### src/rtl/seg_arb_pkg.sv
// Shared types and constants for the segment-display update arbiter.
package seg_arb_pkg;

  typedef enum logic [1:0] {
    IDLE  = 2'd0,
    ISSUE = 2'd1,
    DWELL = 2'd2
  } state_t;

  localparam int DEF_NUM_REQ      = 4;
  localparam int DEF_SEG_W        = 7;
  localparam int DEF_DWELL_CYCLES = 16;

  // Blank display pattern; sliced down to SEG_W at the point of use.
  localparam logic [31:0] SEG_BLANK = 32'hFFFF_FFFF;

endpackage

### src/rtl/seg_update_arbiter_rr_pick.sv
// Combinational round-robin picker: first set request after ptr, wrapping modulo N.
module rr_pick #(
  parameter int N  = 4,
  parameter int IW = 2
) (
  input  logic [N-1:0]  req,
  input  logic [IW-1:0] ptr,
  output logic [N-1:0]  gnt,
  output logic [IW-1:0] idx,
  output logic          valid
);

  always_comb begin
    int c;
    gnt   = '0;
    idx   = '0;
    valid = 1'b0;
    c     = 0;
    // Explicit wrap compare so non-power-of-two N never indexes past N-1.
    for (int k = 1; k <= N; k++) begin
      c = int'(ptr) + k;
      if (c >= N) c = c - N;
      if (!valid && req[c]) begin
        valid  = 1'b1;
        idx    = IW'(c);
        gnt[c] = 1'b1;
      end
    end
  end

endmodule

### src/rtl/seg_update_arbiter.sv
// Round-robin arbiter sharing one 7-segment latch, with a load strobe and dwell hold-off.
// Optional macro SEG_ARB_PREEMPT_EN lets requester 0 abort another owner's dwell.
module seg_update_arbiter
  import seg_arb_pkg::*;
#(
  parameter int NUM_REQ      = DEF_NUM_REQ,
  parameter int SEG_W        = DEF_SEG_W,
  parameter int DWELL_CYCLES = DEF_DWELL_CYCLES
) (
  input  logic                       clk,
  input  logic                       reset,
  input  logic [NUM_REQ-1:0]         req,
  input  logic [NUM_REQ*SEG_W-1:0]   req_data,
  output logic [NUM_REQ-1:0]         gnt,
  output logic                       io_flag,
  output logic [SEG_W-1:0]           seg_data,
  output logic                       busy,
  output logic [$clog2(NUM_REQ)-1:0] owner
);

  localparam int IW = $clog2(NUM_REQ);
  localparam int CW = $clog2(DWELL_CYCLES + 1);

  // Handshake: req[i] with req_data slice i is held until gnt[i]=1; that cycle is the accept.
  state_t               state_q, state_d;
  logic [IW-1:0]        ptr_q, ptr_d;
  logic [CW-1:0]        cnt_q, cnt_d;
  logic [SEG_W-1:0]     seg_q, seg_d;
  logic [IW-1:0]        owner_q, owner_d;

  logic [NUM_REQ-1:0]   pick_gnt;
  logic [IW-1:0]        pick_idx;
  logic                 pick_valid;
  logic [IW-1:0]        pick_ptr;
  logic                 preempt;

`ifdef SEG_ARB_PREEMPT_EN
  logic abort_q;
  assign preempt  = (state_q == DWELL) && req[0] && (owner_q != '0);
  // Right after an abort, pointing at NUM_REQ-1 puts requester 0 first.
  assign pick_ptr = abort_q ? IW'(NUM_REQ - 1) : ptr_q;
  always_ff @(posedge clk) begin
    if (!reset) abort_q <= 1'b0;
    else        abort_q <= preempt;
  end
`else
  assign preempt  = 1'b0;
  assign pick_ptr = ptr_q;
`endif

  rr_pick #(.N(NUM_REQ), .IW(IW)) u_pick (
    .req   (req),
    .ptr   (pick_ptr),
    .gnt   (pick_gnt),
    .idx   (pick_idx),
    .valid (pick_valid)
  );

  always_ff @(posedge clk) begin
    if (!reset) begin
      state_q <= IDLE;
      ptr_q   <= IW'(NUM_REQ - 1);
      cnt_q   <= '0;
      seg_q   <= SEG_BLANK[SEG_W-1:0];
      owner_q <= '0;
    end else begin
      state_q <= state_d;
      ptr_q   <= ptr_d;
      cnt_q   <= cnt_d;
      seg_q   <= seg_d;
      owner_q <= owner_d;
    end
  end

  always_comb begin
    state_d = state_q;
    ptr_d   = ptr_q;
    cnt_d   = cnt_q;
    seg_d   = seg_q;
    owner_d = owner_q;
    unique case (state_q)
      IDLE: begin
        if (pick_valid) begin
          seg_d   = req_data[int'(pick_idx)*SEG_W +: SEG_W];
          owner_d = pick_idx;
          ptr_d   = pick_idx;
          state_d = ISSUE;
        end
      end
      ISSUE: begin
        state_d = DWELL;
        cnt_d   = CW'(DWELL_CYCLES - 1);
      end
      DWELL: begin
        if (preempt || cnt_q == '0) state_d = IDLE;
        else                        cnt_d   = cnt_q - 1'b1;
      end
      default: state_d = IDLE;
    endcase
  end

  assign gnt      = (state_q == IDLE && reset) ? pick_gnt : '0;
  assign io_flag  = (state_q == ISSUE);
  assign seg_data = seg_q;
  assign busy     = (state_q != IDLE);
  assign owner    = owner_q;

endmodule

### config.mk
export PLATFORM = sky130hd
export DESIGN_NAME = seg_update_arbiter
export DESIGN_NICKNAME = d
export VERILOG_FILES = /design/src/rtl/seg_arb_pkg.sv /design/src/rtl/seg_update_arbiter_rr_pick.sv /design/src/rtl/seg_update_arbiter.sv
export SDC_FILE = /design/constraint.sdc
export NUM_CORES = 1
export LEC_CHECK = 0
export ABC_AREA = 1
export BUFFER_PORTS_ARGS = -buffer_cell sky130_fd_sc_hd__buf_4
export CAP_MARGIN = 20
export CORE_ASPECT_RATIO = 0.5
export CORE_MARGIN = 3
export CORE_UTILIZATION = 50
export CTS_CLUSTER_SIZE = 16
export DETAILED_ROUTE_END_ITERATION = 12
export GPL_TIMING_DRIVEN = 0
export PLACE_DENSITY = 0.8
export SLEW_MARGIN = 20
export SYNTH_ARGS = -nofsm -noshare
export SYNTH_HDL_FRONTEND = slang
export SYNTH_SLANG_ARGS = --single-unit
### constraint.sdc
create_clock -name clk -period 4 [get_ports clk]
set_input_delay 0.6 -clock clk [delete_from_list [all_inputs] [get_ports clk]]
set_output_delay 0.6 -clock clk [all_outputs]
set_load 0.01 [all_outputs]
==> reports/results.tsv, run 1 <==
stage	metric	value	unit
status	outcome	finished, final reports clean	
placement	io_buffers	48	
final_layout	drive_above_1_share	0.311	
global_route	grt_use_total	0.203	
cts	h-tree-depth	1	
cts	cts_resized	0	
cts	clock_sinks	18	
sta	post-route-worst-setup-slack	0.813	ns
floorplan	rows	13	
global_route	globalRoute.totalOverflow	0	
route	drc	0	
placement	dp_slack	1.10	ns
route	routed_wl	3700	microns
sta	min_period	3.19	ns
cts	postCtsSetupBuffers	0	
route	drt-initial-drc-count	57	
critical_path	critPathKind	flop to output pin	
synthesis	synth_nets	263	
floorplan	die_y	45.2	microns
critical_path	worstPathCellList	inv_1 > ha_1 > inv_1 > nand2_2 > nand2_4 > nor2_8 > nand2_4 > nor2_1 > nand2_1 > o2111ai_1 > nand2_1 > inv_1 > buf_4	
floorplan	dieWidth	84.3	microns
synthesis	yosys_warnings	0	
global_route	grt_pass1_vias	1442	
cts	cts_inserted_buffers	3	
cts	path_clk_slew	0.06	ns
global_route	antenna_found_initial	0	
critical_path	critPathArrivalTime	2.59	ns
route	drt_first_pass_iters	4	
final_layout	antenna_cells	0	
synthesis	synth.mux.area_fraction	0	
synthesis	synth_top_area_share	0.235	
cts	clkLatencyLatePin	0.25	ns
synthesis	synth-seq-cells	18	
floorplan	core-area	2750	sq um
floorplan	ios	49	
critical_path	cp_max_fo	8	
final_layout	final-seq-area	360	sq um
sta	slew_headroom	0.724	
job	max_cap_violations	0	
synthesis	avgSynthCellArea	7.00	sq um
synthesis	syn_inst	219	
sta	setup_tns	0	ns
synthesis	synth-compound-area-share	0.104	
critical_path	slowest_stage	dfxtp_1	
synthesis	synth_top_family_by_area	simple AND/OR/NAND/NOR gates	
synthesis	synth_area	1530	sq um
sta	rsz0062_at_grt	no	
floorplan	initial_utilization	0.558	
cts	clk_path_buf_depth	2	
critical_path	crit_path_end_kind	output pin	
floorplan	dieArea	3810	sq um
global_route	grt_start_max_net_pins	11	
sta	worst_pin_slew	0.415	ns
route	dr_total_vias	1597	
final_layout	multiInputGateArea	997	sq um
synthesis	synthXorXnorAreaFrac	0.00571	
synthesis	synthAdderAreaFrac	0.0816	
synthesis	yosysTopAreaCell	dfxtp_1	
critical_path	cp-start-kind	flop	
cts	root_buffer	clkbuf_8	
cts	cts_tree	yes	
sta	slew_violations	0	
sta	setup_viol	0	
route	vias_per_cell	5.20	
final_layout	syn_to_final_growth	29.2	%
final_layout	n_fill_cell	248	
power_and_ir_drop	vdd_ir_drop_max	604	uV
critical_path	critPathMaxStageDelay	0.49	ns
synthesis	yosysSeqAreaShare	0.235	
sta	fin_crit_sh	0.797	
synthesis	synth.distinct_cells	29	
placement	dp_hpwl	3050	microns
sta	fmax	0.314	GHz
placement	place_congestion	0.858	
synthesis	yosys-top-cells-area	dfxtp_1 24%, nand3_1 16%, nand2_1 13%, ha_1 8.2%, inv_1 5.6%	
power_and_ir_drop	power_density	950	nW/um^2
route	drtAntennaViolNets	0	
sta	skew	0.00201	ns
global_route	grt_pass1_wl	6230	microns
sta	hold_viol_final	0	
route	wire_per_inst	12.1	microns
critical_path	crit_top_cell	inv_1	
critical_path	cp.required	3.40	ns
power_and_ir_drop	static-leakage-power	1.04	nW
cts	hold_buffers	0	
final_layout	fin_nets	316	
synthesis	yosys.area_share.simple	0.459	
worst_hold_path	hold_class	flop to flop	
## per-layer routing
metal	track usage	vias to the layer above	wire length [microns]
met4	0.0641	0	22
met5	0	-	0
met3	0.0346	4	133
met1	0.257	734	1740
met2	0.362	30	1800
li1	-	829	-
## sequential cells by signal, summed over array words and instances (netlist names)
register / flops
cnt_q: 5
pick_ptr: 2
state_q: 2
owner: 2
seg_data: 7
## cells in the final DEF, fill, tap and decap left out, types with 5 or more instances in the layout
| cell type | n |
|---|---|
| nand2_2 | 11 |
| o21ai_0 | 5 |
| nand3_1 | 49 |
| inv_1 | 23 |
| nor2_1 | 8 |
| ha_1 | 10 |
| a21oi_1 | 8 |
| dfxtp_1 | 18 |
| nand2_4 | 5 |
| buf_4 | 49 |
| nand2_1 | 53 |
## power by group
| group | internal, mW | leakage, nW | switching [mW] | total [mW] |
|---|---|---|---|---|
| Combinational | 0.578 | 0.867 | 0.878 | 1.46 |
| Sequential | 0.256 | 0.150 | 0.0492 | 0.306 |
| Clock | 0.0667 | 0.0216 | 0.0531 | 0.120 |
| Total | 0.901 | 1.04 | 0.980 | 1.88 |
## layout make-up
cell class | instances | area share
Multi-Input combinational cell | 169 | 0.503
Sequential cell | 18 | 0.182
Timing Repair Buffer | 48 | 0.182
Inverter | 26 | 0.0543
Buffer | 6 | 0.0341
Tap cell | 37 | 0.0234
Clock buffer | 3 | 0.0208
## cell families (layout without fill, tap and decap cells)
logic type / after synthesis / in the layout
AO/OA/AOI/OAI: 24 / 24
buffers and inverters: 32 / 83
adder cells (fa/ha/maj): 10 / 10
flip-flops: 18 / 18
AND/OR/NAND/NOR: 134 / 134
XOR/XNOR: 1 / 1
## synth_stat cells (all sizes together)
| cell type | n |
|---|---|
| inv | 26 |
| dfxtp | 18 |
| o2111ai | 4 |
| ha | 10 |
| clkbuf | 2 |
| buf | 4 |
| o21ai | 6 |
| nand2 | 69 |
| a31oi | 2 |
| nor2 | 9 |
| a21oi | 9 |
| o31ai | 1 |
| nand3 | 54 |
| nand4 | 2 |
| xnor2 | 1 |
| o211ai | 2 |
## metrics by stage
stage	cell area (sq um)	hold slack, ns	util	cells	total power [mW]
floorplan	1530	0.412	-	219	1.43
global placement	1940	0.425	0.706	304	1.74
detailed placement	1940	0.429	0.706	304	1.76
CTS	1980	0.438	0.721	307	1.88
global route	1980	0.461	0.721	307	2.07
finish	1980	0.434	0.721	307	1.88
## path summary, 6_finish.rpt
check	start	end	slack, ns	cells after the start
worst max-delay path	pick_ptr[1]	gnt[2]	0.81	13
worst min-delay path	cnt_q[4]	cnt_q[4]	0.43	1
worst max register to register	pick_ptr[1]	seg_data[1]	1.52	12
worst min register to register	cnt_q[4]	cnt_q[4]	0.43	1
## worst max-delay path, delay by kind of cell, from the launching register on
family                     cells  cell delay, ns
AOI/OAI and AO/OA              1            0.08
and+or+nand+nor                7            0.84
buffers and inverters          4            0.49
DFF                            1            0.49
adders and majority gates      1            0.44
(Power assumes the default switching activity.)
==> run 2, diff against run 1 <==
Clock period 4 ns to 3.1 ns, I/O delays scaled along.
==> reports/results.tsv, run 2 (synthesis gave the netlist of run 1 again) <==
stage	metric	value	unit	change
power_and_ir_drop	combPwrFrac	0.774		about the same
sta	whs	0.434	ns	+0.000305 ns
worst_hold_path	hold_end	cnt_q[4]		
floorplan	dieArea	3810	sq um	unchanged
cts	h-tree-depth	1		unchanged
critical_path	cp.required	2.63	ns	-0.77 ns
global_route	grt_use_total	0.203		unchanged
sta	fmax	0.346	GHz	
cts	root_buffer	clkbuf_8		
sta	fin_crit_sh	0.932		
placement	place_inst	304		unchanged
floorplan	initial_utilization	0.558		unchanged
power_and_ir_drop	switchingPower	1.27	mW	+29%
sta	setup_tns	0	ns	unchanged
critical_path	reg2reg_slack	0.68	ns	-0.84 ns
sta	slew_violations	0		unchanged
cts	clock_sinks	18		unchanged
route	dr_total_vias	1604		+0.44%
sta	rsz0062_at_grt	no		
critical_path	crit_path_end_kind	output pin		
global_route	grt_start_max_net_pins	11		unchanged
power_and_ir_drop	seqPwrFrac	0.163		about the same
route	drtAntennaViolNets	0		unchanged
cts	cts_inserted_buffers	3		unchanged
status	outcome	finished, final reports clean		
route	drt-initial-drc-count	64		+12%
critical_path	cp-start-kind	flop		
global_route	antenna_found_initial	0		unchanged
route	drt_first_pass_iters	4		unchanged
placement	dp_slack	0.333	ns	-0.765 ns
critical_path	cp_max_fo	10		+2
critical_path	reg2reg_from	pick_ptr[0]		
power_and_ir_drop	vdd_ir_drop_max	787	uV	+30%
route	wire_per_inst	12.1	microns	+0.73%
critical_path	rr_endpoint	seg_data[0]		
power_and_ir_drop	static-leakage-power	1.04	nW	about the same
route	routed_wl	3730	microns	+0.73%
power_and_ir_drop	p_int	1.17	mW	+29%
cts	cts_tree	yes		
floorplan	rows	13		unchanged
floorplan	ios	49		unchanged
route	vias_per_cell	5.22		+0.44%
critical_path	critPathKind	flop to output pin		
power_and_ir_drop	sw_frac_of_total	0.521		about the same
cts	clk_path_buf_depth	2		unchanged
final_layout	layout.cells.non_filler	307		unchanged
floorplan	core-area	2750	sq um	unchanged
sta	hold_viol_final	0		unchanged
critical_path	rr_worst_depth	13		+1
placement	dp_hpwl	3050	microns	unchanged
power_and_ir_drop	power_density	1230	nW/um^2	+29%
final_layout	syn_to_final_growth	29.5	%	
global_route	grt_pass1_vias	1442		unchanged
floorplan	dieWidth	84.3	microns	unchanged
sta	worst_pin_slew	0.416	ns	+0.00115 ns
sta	min_period	2.89	ns	
worst_hold_path	min_path_cells	1		unchanged
sta	skew	0.000816	ns	-0.00119 ns
job	max_cap_violations	0		unchanged
final_layout	largest_reg_flops	7		unchanged
placement	io_buffers	48		unchanged
sta	post-route-worst-setup-slack	0.212	ns	-0.602 ns
global_route	grt_pass1_wl	6230	microns	unchanged
final_layout	final_cell_mix	53 x nand2_1, 49 x nand3_1, 49 x buf_4, 23 x inv_1, 17 x dfxtp_1		
final_layout	layout_commonest_cell	nand2_1		
worst_hold_path	min_from	cnt_q[4]		
cts	path_clk_slew	0.06	ns	about the same
global_route	globalRoute.totalOverflow	0		unchanged
sta	setup_viol	0		unchanged
route	drc	0		unchanged
final_layout	fin_nets	316		unchanged
final_layout	drive_above_1_share	0.319		+0.00741
power_and_ir_drop	total_power	2.43	mW	+29%
floorplan	die_y	45.2	microns	unchanged
power_and_ir_drop	clkPwrFrac	0.063		about the same
critical_path	critPathArrivalTime	2.42	ns	-0.17 ns
final_layout	antenna_cells	0		unchanged
cts	clkLatencyLatePin	0.25	ns	about the same
critical_path	startpoint	pick_ptr[0]		
sta	slew_headroom	0.723		-0.000770
worst_hold_path	hold_class	flop to flop		
placement	place_congestion	0.858		unchanged
## run 2: cell types whose count changed in the layout (fill, tap and decap cells not counted)
cell / delta
dfxtp_2: +1
dfxtp_1: -1
nor2_1: -1
nor2_2: +1
## run 2: layer usage
metal  up-vias  track usage  wire length [microns]
met5         -            0                      0
met4         0       0.0641                     46
met3         6       0.0346                    159
met2        38        0.362                   1810
met1       730        0.257                   1710
li1        830            -                      -
## run 2: final cells by class
cell class | instances | area (sq um)
plain buffers | 6 | 67.6
clock buffers | 3 | 41.3
fillers | 248 | 764
inverters | 26 | 108
multi-input cells | 169 | 1000
flip-flops and latches | 18 | 362
well taps | 37 | 46.3
repair buffers | 48 | 360
## run 2: stage by stage
stage          utilization  area, sq um
2_1_floorplan            -         1530
3_3_place_gp         0.706         1940
3_5_place_dp         0.706         1940
4_1_cts              0.721         1980
5_1_grt              0.722         1980
6_report             0.722         1980
## run 2: critical path: stages (launching register included)
cell and delay [ns]:
dfxtp_1 0.44, buf_6 0.19, inv_6 0.07, ha_1 0.38, inv_1 0.09, nand2_2 0.09, nand2_4 0.09, nor2_8 0.16
nand2_4 0.10, nor2_2 0.17, nand2_1 0.08, o2111ai_1 0.07, nand2_1 0.07, inv_1 0.06, buf_4 0.11
## run 2: how the worst max path moves through the flow
| stage | to | depth (start not counted) |
|---|---|---|
| final | gnt[2] | 14 |
| after global routing | gnt[0] | 14 |
| after CTS | gnt[2] | 13 |
| after detailed placement | gnt[2] | 13 |
| after global placement | gnt[2] | 13 |
| after floorplan | gnt[0] | 12 |
## run 2: power by group through the flow
stage | Combinational (mW) | Sequential, mW | Clock, mW
after CTS | 1.87 | 0.395 | 0.160
final | 1.88 | 0.396 | 0.154
after detailed placement | 1.87 | 0.400 | 0
after floorplan | 1.43 | 0.409 | 0
after global routing | 2.09 | 0.410 | 0.169
after global placement | 1.84 | 0.396 | 0
## run 2: repair_timing
action                                  in CTS  in global routing
gates resized for setup                      0                  2
endpoints found under the hold margin        0                  0
hold buffers                                 0                  0
endpoints found under the setup margin       0                  4
buffers inserted                             0                  0
